$ cat src/rtl/prog_loader.sv
// Byte-stream program loader: assembles 12-bit instructions and drives the
// program memory load port. Define PROG_LOADER_CHECKSUM_EN for the XOR trailer check.
module prog_loader #(
    parameter logic [7:0] BASE_ADDR = 8'h00
) (
    input  logic        clk,
    input  logic        rst_n,
    input  logic        start,
    input  logic        abort,
    input  logic [7:0]  rx_data,
    input  logic        rx_valid,
    output logic        rx_ready,
    output logic        LE,
    output logic [7:0]  LA,
    output logic [11:0] LI,
    output logic        busy,
    output logic        done,
    output logic        err
);

    localparam logic [2:0] S_IDLE  = 3'd0;
    localparam logic [2:0] S_COUNT = 3'd1;
    localparam logic [2:0] S_HI    = 3'd2;
    localparam logic [2:0] S_LO    = 3'd3;
    localparam logic [2:0] S_WRITE = 3'd4;
`ifdef PROG_LOADER_CHECKSUM_EN
    localparam logic [2:0] S_CSUM  = 3'd5;
`endif

    logic [2:0] state;
    logic [7:0] addr;
    logic [8:0] remaining;
    logic [3:0] hi_nib;
    logic       xfer;
`ifdef PROG_LOADER_CHECKSUM_EN
    logic [7:0] csum;
`endif

    // Ready is a pure decode of state, so it drops for the whole WRITE cycle.
`ifdef PROG_LOADER_CHECKSUM_EN
    assign rx_ready = (state == S_COUNT) || (state == S_HI) ||
                      (state == S_LO) || (state == S_CSUM);
`else
    assign rx_ready = (state == S_COUNT) || (state == S_HI) || (state == S_LO);
`endif
    assign xfer = rx_valid && rx_ready;

    always_ff @(posedge clk) begin
        if (!rst_n) begin
            state     <= S_IDLE;
            addr      <= 8'h00;
            remaining <= 9'd0;
            hi_nib    <= 4'h0;
            LE        <= 1'b0;
            LA        <= 8'h00;
            LI        <= 12'h000;
            busy      <= 1'b0;
            done      <= 1'b0;
            err       <= 1'b0;
`ifdef PROG_LOADER_CHECKSUM_EN
            csum      <= 8'h00;
`endif
        end else if (state == S_IDLE) begin
            if (start) begin
                state <= S_COUNT;
                busy  <= 1'b1;
                done  <= 1'b0;
                err   <= 1'b0;
                addr  <= BASE_ADDR;
`ifdef PROG_LOADER_CHECKSUM_EN
                csum  <= 8'h00;
`endif
            end
        end else if (abort) begin
            // Abort beats any byte handshaking in the same cycle.
            state <= S_IDLE;
            LE    <= 1'b0;
            busy  <= 1'b0;
            done  <= 1'b0;
            err   <= 1'b1;
        end else begin
            case (state)
                S_COUNT: if (xfer) begin
                    remaining <= (rx_data == 8'h00) ? 9'd256 : {1'b0, rx_data};
                    state     <= S_HI;
`ifdef PROG_LOADER_CHECKSUM_EN
                    csum      <= csum ^ rx_data;
`endif
                end
                S_HI: if (xfer) begin
                    hi_nib <= rx_data[3:0];
                    state  <= S_LO;
`ifdef PROG_LOADER_CHECKSUM_EN
                    csum   <= csum ^ rx_data;
`endif
                end
                S_LO: if (xfer) begin
                    LI    <= {hi_nib, rx_data};
                    LA    <= addr;
                    LE    <= 1'b1;
                    state <= S_WRITE;
`ifdef PROG_LOADER_CHECKSUM_EN
                    csum  <= csum ^ rx_data;
`endif
                end
                S_WRITE: begin
                    LE        <= 1'b0;
                    addr      <= addr + 8'd1;
                    remaining <= remaining - 9'd1;
                    if (remaining == 9'd1) begin
`ifdef PROG_LOADER_CHECKSUM_EN
                        state <= S_CSUM;
`else
                        state <= S_IDLE;
                        busy  <= 1'b0;
                        done  <= 1'b1;
`endif
                    end else begin
                        state <= S_HI;
                    end
                end
`ifdef PROG_LOADER_CHECKSUM_EN
                S_CSUM: if (xfer) begin
                    state <= S_IDLE;
                    busy  <= 1'b0;
                    done  <= 1'b1;
                    err   <= (rx_data != csum);
                end
`endif
                default: state <= S_IDLE;
            endcase
        end
    end

endmodule
$ cat config.mk
export PLATFORM = sky130hd
export DESIGN_NAME = prog_loader
export DESIGN_NICKNAME = d
export VERILOG_FILES = /design/src/rtl/prog_loader.sv
export SDC_FILE = /design/constraint.sdc
export NUM_CORES = 1
export LEC_CHECK = 0
export ABC_AREA = 1
export CAP_MARGIN = 5
export CORE_MARGIN = 3
export CORE_UTILIZATION = 38
export DETAILED_ROUTE_END_ITERATION = 7
export PLACE_DENSITY_LB_ADDON = 0.2
export SLEW_MARGIN = 10
export SYNTH_ARGS = -nofsm -noshare
export SYNTH_HDL_FRONTEND = slang
export SYNTH_SLANG_ARGS = --single-unit
$ cat constraint.sdc
create_clock -name clk -period 3.7 [get_ports clk]
set_clock_uncertainty 0.2 [all_clocks]
set_input_delay 1.11 -clock clk [delete_from_list [all_inputs] [get_ports clk]]
set_output_delay 1.11 -clock clk [all_outputs]
set_load 0.01 [all_outputs]
==> metrics.csv <==
metric,value,unit
status,finished clean,
Clock Latency Late Sink,0.31,ns
simple-gate share of the synthesized area,0.267,
pin count of the biggest net entering global routing,42,
post-synthesis instance total,343,
ANT nets after route,0,
global router's overall resource usage,0.153,
Post-Synth Adder-Cell Area,0.0165,
Leak,1.16,nW
layout cells sized above 1,0.0525,
P_int,0.848,mW
DRC Markers,0,
Worst-path clk slew,0.09,ns
Resized Gates After CTS,0,
Clock Tree Buf Depth,2,
Synth Warn #,0,
Area Growth Syn to Fin,23.3,%
final core utilization,0.498,
XOR/XNOR share of the synthesized area,0.00769,
Final min period,2.93,ns
num rows,27,
CTS tree,done,
Critical Path AT,1.62,ns
Worst path slowest cell,clkdlybuf4s50_1,
remaining global-route overflow,0,
critical path endpoint category,output pin,
Nets,396,
Die ar.,0.00696,mm^2
mux share of post-synthesis cell area,0,
Via density,4.68,
CTS Hold Bufs,0,
number of global-route vias before repair,1934,
Max-cap violations,0,
Starting Density,0.404,
boundary pin count,38,
library cells used by synthesis,21,
sequential power share,0.457,
CTS H-tree depth,2,
"Max FO, Critical Path",7,
Synth Cell Area,0.00228,mm^2
GP Congestion,0.934,
first-pass GRT wire length,8760,um
CTS Buf Count,5,
Gate power share,0.284,
Seq cells post-synth,48,
TNS Setup,0,ns
die span in y,83.4,um
"Seq/Total Area, Yosys",0.422,
Post-Syn Nets,359,
RSZ-0062 raised after global routing,false,
Compound-Gate Fraction of Synth Area,0.169,
crit-path max cell delay,0.57,ns
pwr/cell area,459,mW/mm^2
Slew Limit Fails,0,
main combinational cell family by area after synthesis,simple AND/OR/NAND/NOR gates,
total number of vias,2119,
clock sinks,48,
Hold Path Class,reg -> reg,
kind of critical path,reg -> out,
max frequency,0.341,GHz
Fillers,580,
Crit path required time,2.39,ns
Final setup viols,0,
Tcrit/Tclk final,0.792,
Critical Path Start Type,register,
Routed WL,5030,um
initial antenna violation count,0,
CP Cell Sequence,"nor2_4, nor2_1, clkdlybuf4s50_1",
core area,0.00564,mm^2
NetSw,0.442,mW
peak supply drop,0.211,mV
Sw Share,0.343,
post-DP HPWL,3760,um
routed len/inst,11.1,um
die width,83.4,um
Worst slew margin,0.739,
Clk pwr share,0.259,
DRT Pass-1 Iters,4,
post-CTS setup buffers,0,
root buffer cell,clkbuf_8,
n_diodes,0,
DR iter-0 viols,99,
Port Buffer Count,37,
Worst Max-Slew Pin Slew,0.390,ns
final hold viol count,0,
Synth Area per Inst,6.64,um^2
power by group through the flow:
| stage | logic, mW | registers, mW | clock network (mW) |
|---|---|---|---|
| floorplan | 0.247 | 0.602 | 0 |
| global placement | 0.363 | 0.600 | 0 |
| detailed placement | 0.365 | 0.601 | 0 |
| CTS | 0.368 | 0.589 | 0.346 |
| global route | 0.426 | 0.595 | 0.370 |
| finish | 0.367 | 0.589 | 0.334 |
cell families after synthesis:
logic type	after synthesis
compound gates	76
simple gates	146
flops	48
fa+ha+maj	3
buf+inv	68
xor+xnor	2
cells in the mapped netlist:
cell | number | share of area
nand2_1 | 71 | 0.12
inv_1 | 55 | 0.091
dfxtp_1 | 48 | 0.42
nor2_1 | 42 | 0.069
a21oi_1 | 39 | 0.086
o21ai_0 | 30 | 0.066
nand3_1 | 17 | 0.037
nand4_1 | 6 | 0.016
nor3_1 | 5 | 0.011
o21ai_1 | 5 | 0.011
buf_2 | 4 | 0.0088
clkbuf_1 | 4 | 0.0066
ha_1 | 3 | 0.016
inv_2 | 3 | 0.0049
nand2_2 | 3 | 0.0082
buf_4 | 2 | 0.0066
xor2_1 | 2 | 0.0077
a21oi_2 | 1 | 0.0038
nor2_2 | 1 | 0.0027
nor2_4 | 1 | 0.0049
o22ai_1 | 1 | 0.0027
critical path, delay by kind of cell, from the launching register on:
| kind | cells | cell delay, ns |
|---|---|---|
| buf+inv | 1 | 0.57 |
| flops | 1 | 0.48 |
| simple gates | 2 | 0.26 |
registers in the layout, summed over array words and instances, names as in the netlist:
name and cells:
LA 8, LE 1, LI 12, addr 8, busy 1, done 1
err 1, hi_nib 4, remaining 9, state 3
stage by stage:
stage                     area [um^2]  total power [mW]  hold slack (ns)  std cells  setup slack (ns)
after global routing             2810              1.39            0.262        453             0.692
after global placement           2710             0.963            0.230        445             0.881
after CTS                        2810              1.30            0.247        453             0.758
final                            2810              1.29            0.244        453             0.768
after detailed placement         2710             0.966            0.234        445             0.845
after floorplan                  2280             0.849            0.239        343              1.57
path summary, 6_finish.rpt:
check,from,to,slack (ns),depth (start not counted)
worst min register to register,LI[3],LI[3],0.24,2
worst min-delay path,LI[3],LI[3],0.24,2
worst max-delay path,state[0],rx_ready,0.77,3
worst max register to register,state[0],remaining[7],1.90,8
layout make-up:
cell class / instances / area (um^2) / area share
inverters: 58 / 218 / 0.0775
well taps: 72 / 90.1 / 0.0321
repair buffers: 40 / 393 / 0.140
multi-input cells: 227 / 1050 / 0.373
clock buffers: 6 / 82.6 / 0.0294
clock inverters: 2 / 15.0 / 0.00535
flip-flops and latches: 48 / 961 / 0.342
layout by cell type (no fill, tap or decap), drive strengths merged:
| cell type | Yosys | routed |
|---|---|---|
| nand3 | 17 | 17 |
| nand4 | 6 | 6 |
| nor3 | 5 | 5 |
| nor2 | 44 | 44 |
| clkinvlp | 0 | 2 |
| o22ai | 1 | 1 |
| clkbuf | 4 | 6 |
| a21oi | 40 | 40 |
| clkdlybuf4s50 | 0 | 37 |
| inv | 58 | 58 |
| ha | 3 | 3 |
| nand2 | 74 | 74 |
| o21ai | 35 | 35 |
| dfxtp | 48 | 48 |
| xor2 | 2 | 2 |
| buf | 6 | 3 |
per-layer routing:
metal  vias to the layer above  part of all wire  track usage
met4                         0             0.011       0.0482
li1                       1161                 -            -
met2                        52              0.46        0.249
met5                         -                 0            0
met1                       901              0.48        0.196
met3                         5             0.053       0.0417
Note: power is estimated with default switching activity, not from simulation.
==> variant, RTL diff (same flow settings) <==
Make the reset (`rst_n`) asynchronous in one clocked block.
--- a/src/rtl/prog_loader.sv
+++ b/src/rtl/prog_loader.sv
@@ -45,7 +45,7 @@
 `endif
     assign xfer = rx_valid && rx_ready;
 
-    always_ff @(posedge clk) begin
+    always_ff @(posedge clk or negedge rst_n) begin
         if (!rst_n) begin
             state     <= S_IDLE;
             addr      <= 8'h00;
Formal check against the unedited RTL: differs if rst_n is asserted again (counterexample within 4 cycles, from zero or initial values and one cycle with rst_n low); with rst_n held inactive, the same outputs for 10 cycles.
==> variant against the unedited design <==
Sequential share of layout area rose by 5.9 points; wire length rose by 8.9%; synthesized area increased by 7.9%; synthesized cell count decreased by 6.4%; sequential cell count stayed put; non-clock buffer count fell by 1; first-iteration DRC count is 8.1% higher; worst setup slack worse by 0.0048 ns; die area rose by 7.3%; cell area rose by 6.6%; highest routed layer unchanged.
Power is not compared: it rests on default switching activity, and its combinational part moved more than twofold at a synthesized area within 25%.
==> variant: results (changes against the unedited design) <==
* # resized after CTS at 0 (unchanged)
* VDD IR max at around 0.35 mV
* Vias in the first global route at 1995 (was 1934)
* Unique masters post-synth at 26 (was 21)
* XOR/XNOR Fraction of Synth Area at 0 (was 0.00769)
* Largest delay share family, worst path: buffers and inverters (unchanged)
* Wire per inst at 12.6 microns (was 11.1 microns)
* IO buf count at 37 (unchanged)
* Postcts setup bufs at 0 (unchanged)
* CP max stage cell: clkdlybuf4s50_1 (unchanged)
* Mux contribution to synthesized area at 0 (unchanged)
* Max-slew headroom at 0.546 (was 0.739)
* R2R depth at 8 (unchanged)
* Hold EP: LI[9] (was LI[3])
* Area contributors post-synth: dfrtp_1, nand2_1, inv_1 (was dfxtp_1, nand2_1, inv_1)
* Mean cell area of the mapped netlist at 7.66 sq um (was 6.64 sq um)
* Largest net degree at the start of global routing at 37 (was 42)
* Status: finished clean (unchanged)
* Worst-path clk slew at 0.10 ns
* Hold Slack at 0.279 ns (was 0.244 ns)
* Async set-reset flop share out of synthesis at 1.00 (was 0)
* R2r setup slk at 1.70 ns (was 1.90 ns)
* Adder-Cell Fraction of Synth Area at 0.0153 (was 0.0165)
* Worst-Skew Late Latency at 0.31 ns (about the same)
* R2r endpoint: busy (was remaining[7])
* Top cells by count, synth: nand2_1, dfrtp_1, inv_1, nor2_1, o21ai_0 (was nand2_1, inv_1, dfxtp_1, nor2_1, a21oi_1)
* Fin cells at 435 (was 453)
* Initial antenna violation count at 0 (unchanged)
* RePlAce Congestion at 0.841 (was 0.934)
* Mapped Nets at 337 (was 359)
* Critical Path AT at about 1.6 ns
* Yosys warns at 0 (unchanged)
* DP HPWL at 4.01 mm (was 3.76 mm)
* Max FO, Critical Path at 6 (was 7)
* Seq/Total Area, Yosys at 0.489 (was 0.422)
* R2r startpoint: state[1] (was state[0])
* Number of fillers in the final layout at 615 (was 580)
* Routed vias at 2093 (was 2119)
* Leak at 0.00149 uW
* Share of layout cells above drive strength 1 at 0.0750 (was 0.0525)
* Final net count at 375 (was 396)
* Synth Flop Type: dfrtp_1 (was dfxtp_1)
* Ant. Diodes at 0 (unchanged)
* Int Pwr at ~1200 uW
* Cts bufs inserted at 5 (unchanged)
* Hold depth at 2 (unchanged)
* GR Util All Layers at 0.158 (was 0.153)
* Min-delay worst type: reg2reg (unchanged)
* Post-synthesis compound-gate area fraction at 0.116 (was 0.169)
* HP Start: hi_nib[1] (was LI[3])
* Placed instance count at 427 (was 445)
* TritonRoute pass-1 iters at 4 (unchanged)
* DR iter-0 viols at 107 (was 99)
* Clock Path Buffers at 2 (unchanged)
* First-pass GRT wire length at 9.37 mm (was 8.76 mm)
-- variant: kinds of logic after synthesis --
family          Yosys count
compound gates           51
fa+ha+maj                 3
buf+inv                  55
flops                    48
simple gates            164
-- variant: worst max path at each step --
stage,startpoint,endpoint,depth (start not counted)
6_report,state[0],rx_ready,3
5_1_grt,state[0],rx_ready,3
4_1_cts,state[0],rx_ready,3
3_5_place_dp,abort,LI[6],6
3_3_place_gp,abort,LI[3],6
2_1_floorplan,abort,hi_nib[0],6
-- variant: area by class of cell --
type	count	area (sq um)	share of cell area
multi-input cells	218	1020	0.342
well taps	75	93.8	0.0314
flip-flops and latches	48	1200	0.402
clock inverters	3	47.5	0.0159
inverters	47	176	0.0590
clock buffers	5	68.8	0.0230
repair buffers	39	380	0.127
-- variant: through the flow --
step	total power, uW	utilization	instance area, sq um	worst slack [ns]
finish	1970	0.491	2990	0.763
global route	2140	0.491	2990	0.698
CTS	2000	0.491	2990	0.762
detailed placement	1600	0.472	2880	0.670
global placement	1580	0.472	2880	0.723
floorplan	1280	-	2460	1.52
-- variant: worst register-to-register path, cell delays in order, from the launching register on --
cell,delay [ns]
dfrtp_1,0.47
inv_1,0.15
nand2_1,0.07
nor2_1,0.52
nand4_1,0.22
nand2_1,0.12
inv_1,0.06
nand2_1,0.05
nand2_1,0.05
-- variant: metal layers --
metal | wire, microns | share of wire | GRT usage | vias up
met2 | 2350 | 0.43 | 0.236 | 40
met1 | 2780 | 0.51 | 0.228 | 961
met4 | 75 | 0.014 | 0.0510 | 0
met5 | 0 | 0 | 0 | -
met3 | 264 | 0.048 | 0.0361 | 6
li1 | - | - | - | 1086
-- variant: power by group through the flow --
stage	Clock (uW)	Sequential, uW	Combinational, uW
global placement	0	840	743
CTS	409	829	762
finish	395	826	751
floorplan	0	851	432
detailed placement	0	840	758
global route	430	854	858
